File: config.mk
export PLATFORM = sky130hd
export DESIGN_NAME = reduce_accum
export DESIGN_NICKNAME = d
export VERILOG_FILES = /design/src/rtl/reduce_pkg.sv /design/src/rtl/reduce_accum_popcount.sv /design/src/rtl/reduce_accum.sv
export SDC_FILE = /design/constraint.sdc
export NUM_CORES = 1
export LEC_CHECK = 0
export BUFFER_PORTS_ARGS = -buffer_cell sky130_fd_sc_hd__buf_2
export CAP_MARGIN = 20
export CORE_UTILIZATION = 48
export DETAILED_ROUTE_END_ITERATION = 6
export HOLD_SLACK_MARGIN = 0.12
export PLACE_DENSITY_LB_ADDON = 0.3
export SYNTH_ARGS = -nofsm -noshare
export SYNTH_HDL_FRONTEND = slang
export SYNTH_HIERARCHICAL = 1
export SYNTH_SLANG_ARGS = --single-unit
File: constraint.sdc
create_clock -name clk -period 2.3 [get_ports clk]
set_input_delay 0.69 -clock clk [delete_from_list [all_inputs] [get_ports clk]]
set_output_delay 0.69 -clock clk [all_outputs]
set_load 0.1 [all_outputs]
File: src/rtl/reduce_pkg.sv
// Shared types for the reduce_accum streaming reduction block.
//   mode_e  : per-beat vs. frame-accumulate selection carried on in_mode
//   state_e : frame FSM state encoding
package reduce_pkg;

    typedef enum logic {
        MODE_BEAT  = 1'b0,
        MODE_FRAME = 1'b1
    } mode_e;

    typedef enum logic {
        S_IDLE  = 1'b0,
        S_ACCUM = 1'b1
    } state_e;

endpackage : reduce_pkg

File: src/rtl/reduce_accum_popcount.sv
// Purely combinational population count of a WIDTH-bit vector.
//   data_i  : WIDTH-bit input vector
//   count_o : number of 1 bits in data_i, $clog2(WIDTH+1) bits
module popcount #(
    parameter int unsigned WIDTH = 3
) (
    input  logic [WIDTH-1:0]             data_i,
    output logic [$clog2(WIDTH+1)-1:0]   count_o
);

    localparam int unsigned CNT_W = $clog2(WIDTH + 1);

    // Ripple sum of single bits; synthesis rebalances into an adder tree.
    always_comb begin
        count_o = '0;
        for (int i = 0; i < int'(WIDTH); i++) begin
            count_o = count_o + CNT_W'(data_i[i]);
        end
    end

endmodule : popcount

File: src/rtl/reduce_accum.sv
// Streaming AND/OR/XOR/popcount reduction, per beat or accumulated over a
// frame of up to FRAME_LEN beats, with a registered valid/ready result.
//   clk, rst            : clock, synchronous active-high reset
//   in_valid/in_ready   : input beat handshake
//   in_data             : WIDTH bits reduced per beat
//   in_mode             : 0 per-beat, 1 frame (sampled on first beat only)
//   in_last             : closes a frame early
//   out_valid/out_ready : result handshake
//   out_and/or/xor      : reductions over all contributing bits
//   out_count           : number of 1 bits contributing
//   out_beats           : number of beats contributing
module reduce_accum
    import reduce_pkg::*;
#(
    parameter int unsigned WIDTH     = 3,
    parameter int unsigned FRAME_LEN = 4,
    localparam int unsigned CW       = $clog2(WIDTH * FRAME_LEN + 1),
    localparam int unsigned BW       = $clog2(FRAME_LEN + 1)
) (
    input  logic             clk,
    input  logic             rst,
    input  logic             in_valid,
    output logic             in_ready,
    input  logic [WIDTH-1:0] in_data,
    input  logic             in_mode,
    input  logic             in_last,
    output logic             out_valid,
    input  logic             out_ready,
    output logic             out_and,
    output logic             out_or,
    output logic             out_xor,
    output logic [CW-1:0]    out_count,
    output logic [BW-1:0]    out_beats
);

    localparam int unsigned PW = $clog2(WIDTH + 1);

    state_e         state_q,   state_d;
    logic           acc_and_q, acc_and_d;
    logic           acc_or_q,  acc_or_d;
    logic           acc_xor_q, acc_xor_d;
    logic [CW-1:0]  acc_pop_q, acc_pop_d;
    logic [BW-1:0]  beat_cnt_q, beat_cnt_d;

    logic           res_valid_q, res_valid_d;
    logic           res_and_q,   res_and_d;
    logic           res_or_q,    res_or_d;
    logic           res_xor_q,   res_xor_d;
    logic [CW-1:0]  res_count_q, res_count_d;
    logic [BW-1:0]  res_beats_q, res_beats_d;

    logic           accept;
    logic           beat_and, beat_or, beat_xor;
    logic [PW-1:0]  beat_pop;
    logic [CW-1:0]  beat_pop_ext;
    logic           nxt_and, nxt_or, nxt_xor;
    logic [CW-1:0]  nxt_pop;
    logic [BW-1:0]  nxt_cnt;

    popcount #(.WIDTH(WIDTH)) u_popcount (
        .data_i  (in_data),
        .count_o (beat_pop)
    );

    // Ready only when the result slot is free or draining this cycle.
    assign in_ready = !rst && (!res_valid_q || out_ready);
    assign accept   = in_valid && in_ready;

    // Per-beat reductions.
    assign beat_and     = &in_data;
    assign beat_or      = |in_data;
    assign beat_xor     = ^in_data;
    assign beat_pop_ext = CW'(beat_pop);

    // Accumulators combined with the current beat (used in S_ACCUM).
    assign nxt_and = acc_and_q & beat_and;
    assign nxt_or  = acc_or_q  | beat_or;
    assign nxt_xor = acc_xor_q ^ beat_xor;
    assign nxt_pop = acc_pop_q + beat_pop_ext;
    assign nxt_cnt = beat_cnt_q + BW'(1);

    // Next-state and result-register load logic.
    always_comb begin
        state_d     = state_q;
        acc_and_d   = acc_and_q;
        acc_or_d    = acc_or_q;
        acc_xor_d   = acc_xor_q;
        acc_pop_d   = acc_pop_q;
        beat_cnt_d  = beat_cnt_q;
        res_valid_d = res_valid_q && !out_ready;
        res_and_d   = res_and_q;
        res_or_d    = res_or_q;
        res_xor_d   = res_xor_q;
        res_count_d = res_count_q;
        res_beats_d = res_beats_q;

        unique case (state_q)
            S_IDLE: begin
                if (accept) begin
                    if (mode_e'(in_mode) == MODE_BEAT) begin
                        res_valid_d = 1'b1;
                        res_and_d   = beat_and;
                        res_or_d    = beat_or;
                        res_xor_d   = beat_xor;
                        res_count_d = beat_pop_ext;
                        res_beats_d = BW'(1);
                    end else begin
                        acc_and_d  = beat_and;
                        acc_or_d   = beat_or;
                        acc_xor_d  = beat_xor;
                        acc_pop_d  = beat_pop_ext;
                        beat_cnt_d = BW'(1);
                        if (in_last || (FRAME_LEN == 1)) begin
                            res_valid_d = 1'b1;
                            res_and_d   = beat_and;
                            res_or_d    = beat_or;
                            res_xor_d   = beat_xor;
                            res_count_d = beat_pop_ext;
                            res_beats_d = BW'(1);
                        end else begin
                            state_d = S_ACCUM;
                        end
                    end
                end
            end
            S_ACCUM: begin
                if (accept) begin
                    acc_and_d  = nxt_and;
                    acc_or_d   = nxt_or;
                    acc_xor_d  = nxt_xor;
                    acc_pop_d  = nxt_pop;
                    beat_cnt_d = nxt_cnt;
                    if (in_last || (nxt_cnt == BW'(FRAME_LEN))) begin
                        res_valid_d = 1'b1;
                        res_and_d   = nxt_and;
                        res_or_d    = nxt_or;
                        res_xor_d   = nxt_xor;
                        res_count_d = nxt_pop;
                        res_beats_d = nxt_cnt;
                        state_d     = S_IDLE;
                    end
                end
            end
            default: state_d = S_IDLE;
        endcase
    end

    // State, accumulator and result registers.
    always_ff @(posedge clk) begin
        if (rst) begin
            state_q     <= S_IDLE;
            acc_and_q   <= 1'b0;
            acc_or_q    <= 1'b0;
            acc_xor_q   <= 1'b0;
            acc_pop_q   <= '0;
            beat_cnt_q  <= '0;
            res_valid_q <= 1'b0;
            res_and_q   <= 1'b0;
            res_or_q    <= 1'b0;
            res_xor_q   <= 1'b0;
            res_count_q <= '0;
            res_beats_q <= '0;
        end else begin
            state_q     <= state_d;
            acc_and_q   <= acc_and_d;
            acc_or_q    <= acc_or_d;
            acc_xor_q   <= acc_xor_d;
            acc_pop_q   <= acc_pop_d;
            beat_cnt_q  <= beat_cnt_d;
            res_valid_q <= res_valid_d;
            res_and_q   <= res_and_d;
            res_or_q    <= res_or_d;
            res_xor_q   <= res_xor_d;
            res_count_q <= res_count_d;
            res_beats_q <= res_beats_d;
        end
    end

    assign out_valid = res_valid_q;
    assign out_and   = res_and_q;
    assign out_or    = res_or_q;
    assign out_xor   = res_xor_q;
    assign out_count = res_count_q;
    assign out_beats = res_beats_q;

endmodule : reduce_accum

==> reports/summary.txt <==
Worst setup slack after layout: 18.7 ps
Final setup vio count: 0
H-tree depth: 1
Clock network power share: 0.340
Syn_nets: 145
FF+latch area: 440 sq um
Kind of cell adding the most delay to the critical path: adder cells
Buffers and inverters on the worst path: 2
Hold depth: 2
Final Wtd Congestion: 0.775
Hold_buf cts: 0
Worst-path clk slew: 140 ps
Worst reg-to-reg path cell count: 5
Pwr Density: 640 nW/um^2
Post-Syn Area: 1130 sq um
Die height: 50.5 um
Final Hold Vio Count: 0
Pre-CTS setup slack: -323 ps
NumNets Final: 173
Number of global-route vias before repair: 901
TritonCTS clock tree: built
Count of state elements after synthesis: 22
Fillcell total: 207
Hold Crit Endpoint: acc_xor_q$_SDFFE_PP0P_
DP HPWL: 1750 um
Cell variety after synth: 36
Initial antenna violation count: 0
Mapped Cells: 128
Met1 WL: 1090 um
Vias/cell: 5.40
Most common cell after layout, fill and taps aside: dfxtp_1
Slowest-stage cell, CP: fa_1
Nature of the critical path endpoint: register
Worst slew margin: 0.640
Int Power: 0.625 mW
Worst hold path class: reg -> reg
Detail Route met3 WL: 82 um
Drt first pass iters: 4
Yosys Warn Count: 6
Wire length per cell: 13.0 um
Routed via count: 989
Switching share of power: 0.291
Reg-to-Reg End: out_count[3]$_SDFFE_PP0P_
# diodes: 0
Hold Slack: 469 ps
Port-buffer cells: 20
Starting Density: 0.511
Core footprint: 2210 sq um
CTS buffer count: 3
Max cap viols: 0
Sequential share of the synthesized area: 0.389
Final TNS setup: 0 ps
DP Cell Count: 179
# DRC: 0
Share of cells above drive strength 1: 0.277
Post-route minimum period: 2280 ps
Commonest non-fill, non-tap cells in the layout: dfxtp_1, buf_2, a21oi_1, nand2_1, nor2_1
CTS root buffer: clkbuf_4
Crit path launch type: input port
Setup repair after global routing missed its margin: yes
Setup slack, reg-to-reg: 320 ps
Met2 wire len: 1160 um
Number of synthesized flops with an enable pin: 0
Area Growth Syn to Fin: 21.8%
Multi-input gate area: 648 sq um
P_sw: 0.257 mW
Flop pwr share: 0.456
Fmax: 0.438 GHz
Worst R2R Start: beat_cnt_q[0]$_SDFFE_PP0P_
Worst Setup Path Type: in -> reg
WP data required: 2530 ps
Post-route insts no fill: 183
Die area: 2550 sq um
Outcome: finished, final reports clean
Total Wirelength: 2370 um
Largest net degree at the start of global routing: 20
Row count: 17
Clock sinks: 22
Crit path cell chain: buf_2 -> fa_1 -> ha_2 -> inv_1 -> fa_2 -> mux2_4 -> a211oi_2
Period utilisation layout: 0.992
Ys flop type: dfxtp_1
Post-synth ARST share: 0
Post-CTS Setup Inserts: 0
Syn Area/Cell: 8.84 sq um
Leakage: 0.576 nW
Worst-path maximum fanout: 2
Max-slew violation total from the final report: 0
CTS max path bufs: 2
First-pass GRT wire length: 3970 um
Combinational power share: 0.205
Max VDD drop: 0.426 mV
Worst-skew pair later-pin latency: 310 ps
Overall Global Routing Usage: 0.205
Die W: 50.5 um
Highest metal used: met4
Slew of the pin with the lowest slew margin: 540 ps
I/O pins: 21
Number of DRC markers in iteration 0: 15
HP Start: acc_xor_q$_SDFFE_PP0P_
Slowest cell delay on critical path: 550 ps
Post-DRT Antenna Nets: 0
Clk_skew: 12.1 ps
Data arrival time of the worst path: 2510 ps
GRT overflow: 0
-- logic make-up after synthesis --
family / synth area share
DFF: 0.389
muxes: 0.0365
and+or+nand+nor: 0.184
adders and majority gates: 0.102
xor gates and xnor gates: 0.0310
buffers and inverters: 0.0564
AOI/OAI and AO/OA: 0.201
-- worst min-delay path, delay by kind of cell (launching register included) --
family / cells / cell delay (ps)
flops: 1 / 330
compound gates: 1 / 50
simple gates: 1 / 50
-- per-stage QoR --
step | area (sq um) | util | power, mW
floorplan | 1140 | - | 0.543
global placement | 1320 | 0.595 | 0.583
detailed placement | 1320 | 0.595 | 0.587
CTS | 1370 | 0.621 | 0.882
global route | 1380 | 0.623 | 0.909
finish | 1380 | 0.623 | 0.881
-- area by class of cell --
type                    instances  share of cell area
clock buffers                   3              0.0163
repair buffers                 30               0.127
flip-flops and latches         22               0.320
multi-input cells              92               0.470
inverters                       7              0.0191
clock inverters                 1              0.0218
well taps                      28              0.0254
-- synthesized netlist by cell type (3+ instances only) --
library cell	count	area [sq um]
clkbuf_1	5	18.8
o21ai_0	6	30.0
mux2i_1	3	30.0
inv_1	7	26.3
nand2b_1	3	18.8
a21oi_1	13	65.1
ha_1	6	75.1
nor2_1	12	45.0
nand3_1	5	25.0
a211oi_1	4	30.0
nand2_1	12	45.0
dfxtp_1	22	440
-- registers in the layout, summed over array words and instances, names as in the netlist --
name / count
acc_pop_q: 4
out_count: 4
beat_cnt_q: 3
out_beats: 3
acc_and_q: 1
acc_or_q: 1
acc_xor_q: 1
out_and: 1
out_or: 1
out_valid: 1
out_xor: 1
state_q: 1
-- timing repair --
item | CTS | global route
resized for setup | 1 | 1
cloned | 0 | 0
hold endpoints to repair | 0 | 0
pin swaps | 0 | 1
setup endpoints to repair | 1 | 2
-- power by group through the flow --
stage,logic [mW],registers (mW),clock network (mW)
after floorplan,0.0843,0.459,0
after global placement,0.173,0.409,0
after detailed placement,0.178,0.410,0
after CTS,0.179,0.401,0.302
after global routing,0.195,0.403,0.312
final,0.181,0.401,0.299
-- worst max path at each step --
stage	from	endpoint	slack, ps	cells past startpoint
floorplan	in_data[0]	out_count[1]$_SDFFE_PP0P_	-110	6
global placement	in_data[0]	out_count[1]$_SDFFE_PP0P_	-240	7
detailed placement	in_data[0]	acc_pop_q[1]$_SDFFE_PP0P_	-320	7
CTS	in_data[0]	out_count[1]$_SDFFE_PP0P_	10	7
global route	in_data[0]	out_count[1]$_SDFFE_PP0P_	-10	7
finish	in_data[0]	acc_pop_q[1]$_SDFFE_PP0P_	20	7
-- layer usage --
layer  track usage  vias to the layer above
met1         0.268                      464
met2         0.327                       19
met5             0                        -
met4        0.0972                        0
met3        0.0364                        4
li1              -                      502
Power figures use the tool's default switching activity.
